## src/rtl/demo_ctrl_debounce_pkg.sv

```systemverilog
// Shared constants for the demo control input-conditioning block.
// Latency: none (definitions only).
// Backpressure: none (definitions only).
package demo_ctrl_debounce_pkg;

   // Channel bit positions on raw_in / clean_out / changed
   localparam int unsigned CH_START   = 0;
   localparam int unsigned CH_D1_MODE = 1;
   localparam int unsigned CH_D2_MODE = 2;
   localparam int unsigned CH_D1_EN   = 3;
   localparam int unsigned CH_D2_EN   = 4;
   localparam int unsigned CH_DEBUG   = 5;

   localparam int unsigned N_CH_DEFAULT            = 6;
   localparam int unsigned SYNC_STAGES_DEFAULT     = 2;
   // 10 ms of stability at a 50 MHz clock
   localparam int unsigned DEBOUNCE_CYCLES_DEFAULT = 500000;
   localparam int unsigned CNT_WIDTH_DEFAULT       = 20;

   // Per-channel qualification state: IDLE while the synchronised level
   // matches the accepted level, COUNTING while it disagrees.
   typedef enum logic {
      DB_IDLE     = 1'b0,
      DB_COUNTING = 1'b1
   } db_state_e;

endpackage

```

## src/rtl/demo_debounce_ch.sv

```systemverilog
// Single-channel synchroniser + stability counter + accepted-level register.
// Latency: SYNC_STAGES + DEBOUNCE_CYCLES - 1 edges from first sampling to clean_o.
// Backpressure: none; free-running, one strobe per accepted change.
module demo_debounce_ch
   import demo_ctrl_debounce_pkg::*;
#(
   parameter int unsigned SYNC_STAGES     = SYNC_STAGES_DEFAULT,
   parameter int unsigned DEBOUNCE_CYCLES = DEBOUNCE_CYCLES_DEFAULT,
   parameter int unsigned CNT_WIDTH       = CNT_WIDTH_DEFAULT,
   parameter bit          RST_VAL         = 1'b0
) (
   input  logic clk,
   input  logic rst,
   input  logic raw_i,
   output logic clean_o,
   output logic changed_o,
   // Combinational: an accepted 1->0 change lands on the next edge
   output logic fell_o
);

   // Last count value before acceptance; the counter is cleared on accept,
   // so it never needs to exceed this value.
   localparam logic [CNT_WIDTH-1:0] CNT_LAST = CNT_WIDTH'(DEBOUNCE_CYCLES - 1);

   logic [SYNC_STAGES-1:0] sync_q;
   logic [CNT_WIDTH-1:0]   cnt_q, cnt_d;
   logic                   clean_q, clean_d;
   logic                   changed_q, changed_d;
   logic                   sync_lvl;
   db_state_e              state;

   assign sync_lvl = sync_q[SYNC_STAGES-1];

   // Qualify a disagreement between the synchronised and accepted levels
   always_comb begin
      state     = (sync_lvl != clean_q) ? DB_COUNTING : DB_IDLE;
      cnt_d     = '0;
      clean_d   = clean_q;
      changed_d = 1'b0;
      case (state)
         DB_IDLE: begin
            // Any agreement drops partial credit
            cnt_d = '0;
         end
         DB_COUNTING: begin
            if (cnt_q == CNT_LAST) begin
               clean_d   = sync_lvl;
               changed_d = 1'b1;
            end else begin
               cnt_d = cnt_q + CNT_WIDTH'(1);
            end
         end
         default: begin
            cnt_d = '0;
         end
      endcase
   end

   // Synchroniser chain, counter and registered outputs
   always_ff @(posedge clk) begin
      if (rst) begin
         sync_q    <= {SYNC_STAGES{RST_VAL}};
         cnt_q     <= '0;
         clean_q   <= RST_VAL;
         changed_q <= 1'b0;
      end else begin
         sync_q    <= {sync_q[SYNC_STAGES-2:0], raw_i};
         cnt_q     <= cnt_d;
         clean_q   <= clean_d;
         changed_q <= changed_d;
      end
   end

   assign clean_o   = clean_q;
   assign changed_o = changed_q;
   assign fell_o    = changed_d & ~clean_d;

endmodule

```

## src/rtl/demo_ctrl_debounce.sv

```systemverilog
// Conditions raw board buttons/switches into clean levels and change strobes.
// Latency: SYNC_STAGES + DEBOUNCE_CYCLES - 1 edges from first sampling edge.
// Backpressure: none; outputs are levels and single-cycle strobes.
module demo_ctrl_debounce
   import demo_ctrl_debounce_pkg::*;
#(
   parameter int unsigned      N_CH            = N_CH_DEFAULT,
   parameter int unsigned      SYNC_STAGES     = SYNC_STAGES_DEFAULT,
   parameter int unsigned      DEBOUNCE_CYCLES = DEBOUNCE_CYCLES_DEFAULT,
   parameter int unsigned      CNT_WIDTH       = CNT_WIDTH_DEFAULT,
   // Start (bit 0) idles high because the button is active-low
   parameter logic [N_CH-1:0]  RESET_VAL       = N_CH'(1)
) (
   input  logic            clk,
   input  logic            rst,
   input  logic [N_CH-1:0] raw_in,
   output logic [N_CH-1:0] clean_out,
   output logic [N_CH-1:0] changed,
   output logic            start_press
);

   logic start_fell;
   logic start_press_q;

   for (genvar i = 0; i < int'(N_CH); i++) begin : g_ch
      logic fell;

      demo_debounce_ch #(
         .SYNC_STAGES     (SYNC_STAGES),
         .DEBOUNCE_CYCLES (DEBOUNCE_CYCLES),
         .CNT_WIDTH       (CNT_WIDTH),
         .RST_VAL         (RESET_VAL[i])
      ) u_ch (
         .clk       (clk),
         .rst       (rst),
         .raw_i     (raw_in[i]),
         .clean_o   (clean_out[i]),
         .changed_o (changed[i]),
         .fell_o    (fell)
      );

      // Only the start channel cares about falling acceptances
      if (i == int'(CH_START)) begin : g_start
         assign start_fell = fell;
      end else begin : g_other
         logic unused_fell;
         assign unused_fell = fell;
      end
   end

   // Press strobe registered on the same edge as the start channel's accept
   always_ff @(posedge clk) begin
      if (rst) begin
         start_press_q <= 1'b0;
      end else begin
         start_press_q <= start_fell;
      end
   end

   assign start_press = start_press_q;

endmodule

```

## config.mk

```make
export PLATFORM = sky130hd
export DESIGN_NAME = demo_ctrl_debounce
export DESIGN_NICKNAME = d
export VERILOG_FILES = /design/src/rtl/demo_ctrl_debounce_pkg.sv /design/src/rtl/demo_debounce_ch.sv /design/src/rtl/demo_ctrl_debounce.sv
export SDC_FILE = /design/constraint.sdc
export NUM_CORES = 1
export LEC_CHECK = 0
export CORE_MARGIN = 2
export CORE_UTILIZATION = 45
export CTS_BUF_LIST = sky130_fd_sc_hd__clkbuf_16
export CTS_CLUSTER_DIAMETER = 80
export DETAILED_ROUTE_END_ITERATION = 10
export PLACE_DENSITY = 0.6
export SLEW_MARGIN = 20
export SYNTH_ARGS = -nofsm -noshare
export SYNTH_HDL_FRONTEND = slang
export SYNTH_SLANG_ARGS = --single-unit
```

## constraint.sdc

```tcl
create_clock -name clk -period 5.5 [get_ports clk]
set_input_delay 0.55 -clock clk [delete_from_list [all_inputs] [get_ports clk]]
set_output_delay 0.55 -clock clk [all_outputs]
set_load 0.01 [all_outputs]
```

* Word level (Yosys, flattened, before mapping)
Index checks and enable logic that the tools add are counted.
** Word-level totals
- Input port bits :: 8
- Output and inout bits :: 13
- Logic and storage cells :: 88
- Register bits :: 145
** Cells by class
- Equality and inequality tests :: 12
- Reduce and logical (&&, ||, !) cells :: 10
- Bitwise operators :: 8
- $add $sub $neg :: 6
- Mux-type cells :: 27
** Operator list (count)
- case mux 20 bit (2 select lines) :: 6
- adder 20 x 1 -> 20 bit (second input constant) :: 6
- == test 20 x 19 -> 1 bit (second input constant) :: 6
- 2-to-1 mux 20 bit :: 6
- 2-to-1 mux 1 bit :: 15
- AND reduction 2 bit :: 5
- OR reduction 2 bit :: 5
- NOT 1 bit :: 7
- != test 1 bit :: 6
- AND 1 bit :: 1

* Depth between registers and ports, before layout
- Depth in word-level cells :: 5
- Mapped depth :: 7
- Mapped depth without buffers :: 5

* Hierarchy
A second synthesis with hierarchy kept.
** Unflattened totals
- Cell total of the unflattened synthesis :: 699
- Area total of the unflattened synthesis :: 6361.1 um2
** Modules (own cells, without submodules)
- demo_debounce_ch (g_ch[1].u_ch ...) :: cells each 116, sequential area each 480.5 um2, area an instance 1053.5 um2, times used 5
- demo_debounce_ch (g_ch[0].u_ch) :: cells each 117, sequential area each 480.5 um2, area an instance 1059.8 um2, times used 1
- demo_ctrl_debounce :: cells each 2, sequential area each 20.0 um2, area an instance 33.8 um2, times used 1

* Least setup slack after synthesis
OpenSTA, ideal clock, no wires.
- Path kind :: register to register
- Start point :: reg g_ch[5].u_ch.cnt_q[11]
- End point :: reg g_ch[5].u_ch.cnt_q[10]
- Data required time :: 5.383 ns
- Stages on the path, launching flop included :: 6
- Clock period less this slack :: 1.913 ns
- Path buffers :: 1
- Setup time :: 0.117 ns
- Arrival :: 1.796 ns
- Slack :: 3.587 ns
- Path through :: dfxtp_1 > or4_1 > or4_1 > o21ai_1 > buf_2 > nor2_1
** Between the ends
- Longest elaborated chain between the ends :: 3
** RTL lines
- start, declared :: RTL line demo_debounce_ch.sv:26 : logic [CNT_WIDTH-1:0] cnt_q, cnt_d;
- start signal, assigned :: RTL line demo_debounce_ch.sv:68 : cnt_q <= cnt_d;
- == test 20 x 19 -> 1 bit :: RTL line demo_debounce_ch.sv:46 : if (cnt_q == CNT_LAST) begin
- 2-to-1 mux 20 bit :: RTL line demo_debounce_ch.sv:46
- case mux 20 bit (2 select lines) :: RTL line demo_debounce_ch.sv:40 : case (state)
No other way between the ends.
A chain may end at the register's enable or synchronous reset.

* Worst setup path after layout
- Start point :: reg g_ch[5].u_ch.cnt_q[11]
- End point :: reg g_ch[5].u_ch.cnt_q[19]
** Between the ends
- Longest elaborated chain between the ends :: 3
- Elaborated cells on any way between the ends :: 4
- Those cells by class :: 1 x add/sub; 1 x eq/ne; 2 x mux
** RTL lines (RTL line)
- adder 20 x 1 -> 20 bit or == test 20 x 19 -> 1 bit (tied branches) :: demo_debounce_ch.sv:50, demo_debounce_ch.sv:46
- 2-to-1 mux 20 bit * :: demo_debounce_ch.sv:46
- case mux 20 bit (2 select lines) * :: demo_debounce_ch.sv:40
Every way passes the cells marked *; elsewhere a longest branch is shown, timed or not.

==> run metrics <==
status=finished, final reports clean; Worst VDD drop=about 0.00023 V; grt total ovfl=0; Leakage=roughly 2 nW; root buf cell=clkbuf_16; CP Launch Type=flip-flop; filler instances=approximately 1300; die width=123 um; fin. max-slew vios=0; setup ws final=a little under 3 ns; area delta synth->final=12.5%; area leader, netlist=dfxtp_1; DPL Wire Length=about 8200 um; setup violators final=0; top cells by area, synth=dfxtp_1 (46%), xnor2_1 (10%), nor2_1 (7.1%), nand3_1 (3.6%), nor4_1 (3.5%); Min-Delay Path Depth=1; num ports=21; final hold violation count=0; CTS tree=done; crit path max fanout=11; share of the synthesized area in the top cell type=0.455; Syn Area/Cell=a little under 9 um^2; Setup TNS=0 ns; DR WL/cell=roughly 13 um; Place WS=between 2 and 3 ns; Cell Rows=43; met2 usage=0.281; CTS H-Tree Depth=4; yosys warns=0; die area=0.0151 mm^2; DRC viols=0; EDFF count, synth=0; hold_sp=g_ch[0].u_ch.sync_q[0]; skew final=0.00366 ns; Post-Syn Nets=approximately 740; Max Root-Sink Buffers=2; power per cell area=roughly 300 mW/mm^2; antenna viol nets, final=0; largest net degree at the start of global routing=19; Die Ht=approximately 120 um; worst rel slew slack=0.373; RR Startpoint=g_ch[5].u_ch.cnt_q[11]; FF-to-FF setup slack=about 3 ns; count of cell types in the netlist=43; synthesized instance count=roughly 720; layout cells sized above 1=0.0510; worst slew pin tran=about 0.94 ns; critical path arrival=2.83 ns; Async SR Flop Fraction=0; min Tclk post-route=2.53 ns; # hold bufs at CTS=0; Diodes inserted=0; Num CTS Buffers=17; Tot GR Track Use=0.168; Most used DFF post-synth=dfxtp_1; via/cell ratio=approximately 5.3; R2R Path End=g_ch[5].u_ch.cnt_q[19]; GR peak layer=met2; final wirelength=roughly 12000 um; drt first pass iters=4; critical path class=flip-flop to flip-flop; max cap viols=0; GP Congestion=a little over 0.8; fin crit share=0.460; Post-CTS Resized=0; Clock Pin Slew Worst Setup and Hold Paths=around 0.05 ns; Synth Register Bits=145; GRT met1 Usage=0.198; clock latency on the worst-skew pair=approximately 0.42 ns; CTS sink count=roughly 150; initial antenna violation count=0; Worst setup EP type=flip-flop; post-synthesis sequential area ratio=0.455; met3 Use GR=0.0461; non-filler cells, final=925; drt initial violations=about 230; Inst Count DP=between 800 and 900; Max Clk Rate=slightly below 0.4 GHz; worst hold path type=flip-flop to flip-flop; WHS Endpoint=g_ch[0].u_ch.sync_q[1]; R2R depth=5; buffers added on ports=20; vias in the first global route=about 4600; synthesized area=around 0.0064 mm^2; Nets=approximately 750; Starting Density=0.459; first-pass GRT wire length=approximately 20000 um; core area=0.0139 mm^2; RSZ-0062 raised after global routing=false; CP required=5.80 ns; vias=around 5000; Post-CTS Setup Bufs=0
==> worst max-delay path by stage <==
stage	start	to	slack (ns)	cells after the start
CTS	g_ch[2].u_ch.cnt_q[0]	g_ch[2].u_ch.cnt_q[2]	2.91	5
global route	g_ch[5].u_ch.cnt_q[11]	g_ch[5].u_ch.cnt_q[18]	2.83	5
detailed placement	rst	g_ch[5].u_ch.cnt_q[18]	2.81	6
finish	g_ch[5].u_ch.cnt_q[11]	g_ch[5].u_ch.cnt_q[19]	2.97	5
global placement	rst	g_ch[4].u_ch.cnt_q[8]	2.82	5
floorplan	g_ch[5].u_ch.cnt_q[11]	g_ch[5].u_ch.cnt_q[10]	3.59	5
==> worst max-delay path, stage by stage, from the launching register on <==
cell,delay (ns)
dfxtp_1,0.34
or4_1,0.56
or4_1,0.55
o21ai_1,0.62
buf_4,0.29
a21oi_1,0.05
==> power breakdown <==
part / internal (mW) / switching [mW]
logic: 0.0111 / 0.0140
clock network: 0.645 / 0.403
registers: 1.06 / 0.00292
total: 1.71 / 0.420
==> flip-flops by register name (all words and copies together), names as in the netlist <==
register / count
g_ch.u_ch.cnt_q: 120
g_ch.u_ch.changed_o: 6
g_ch.u_ch.sync_q: 12
start_press: 1
g_ch.u_ch.clean_o: 6
==> cell type report <==
cell class	count	area, um^2	share of cell area
inverter	24	90.1	0.0126
clock inverter	13	108	0.0150
multi-input combinational	523	3190	0.446
tap	180	225	0.0314
timing repair buffer	23	223	0.0311
sequential	145	2900	0.405
clock buffer	17	425	0.0593
==> kinds of logic after synthesis <==
family                     after synthesis  share of synthesized area
xor gates and xnor gates                90                      0.124
and+or+nand+nor                        370                      0.305
AOI/OAI and AO/OA                       51                     0.0495
DFF                                    145                      0.455
muxes                                    6                    0.00962
adders and majority gates                6                     0.0118
buffers and inverters                   56                     0.0446
==> cells in the final DEF (no fill, tap or decap), types with 6 or more instances in the layout <==
| master | synthesis | final |
|---|---|---|
| dfxtp_1 | 145 | 145 |
| nor2_1 | 121 | 121 |
| xnor2_1 | 74 | 74 |
| nand3_1 | 46 | 46 |
| nor4_1 | 36 | 36 |
| nand4_1 | 31 | 31 |
| inv_1 | 24 | 28 |
| nor3_1 | 28 | 28 |
| nand2_1 | 27 | 27 |
| a21oi_1 | 21 | 21 |
| clkdlybuf4s50_1 | 0 | 20 |
| clkbuf_16 | 0 | 17 |
| xor2_1 | 16 | 16 |
| or4_1 | 15 | 15 |
| o21ai_0 | 13 | 13 |
| nor4b_1 | 13 | 13 |
| nor2b_1 | 12 | 12 |
| and3_1 | 9 | 9 |
| or3_1 | 8 | 8 |
| nand2b_1 | 7 | 7 |
| ha_1 | 6 | 6 |
==> metrics by stage <==
stage / util / cell area, um^2 / power [mW] / hold slack, ns
final: 0.516 / 7170 / 2.13 / 0.408
after global routing: 0.516 / 7170 / 2.21 / 0.430
after CTS: 0.516 / 7160 / 2.16 / 0.407
after detailed placement: 0.478 / 6630 / 1.11 / 0.394
after global placement: 0.477 / 6630 / 1.11 / 0.392
after floorplan: - / 6370 / 1.10 / 0.389
==> routing by layer <==
layer	routed length, um	share of wire	vias to the layer above
li1	-	-	2556
met1	5570	0.47	2283
met2	5530	0.47	65
met3	356	0.030	25
met4	318	0.027	0
met5	0	0	-
==> cell usage after synthesis (all sizes together) (2+ instances only) <==
cell	number
dfxtp	145
a31o	2
a21oi	21
nor3	28
nand2b	7
xnor2	74
nor2b	12
nand3	46
buf	18
nand2	27
or4b	3
and2	2
or4	15
xor2	16
nor2	121
ha	6
o41ai	2
and3	9
mux2i	5
o221ai	2
clkbuf	14
inv	24
and4	4
nand4	32
nor4b	13
nor4	36
or2	3
nand4b	2
o21ai	16
or3	9
o31ai	5
No activity file was read; power rests on OpenSTA's default activity.
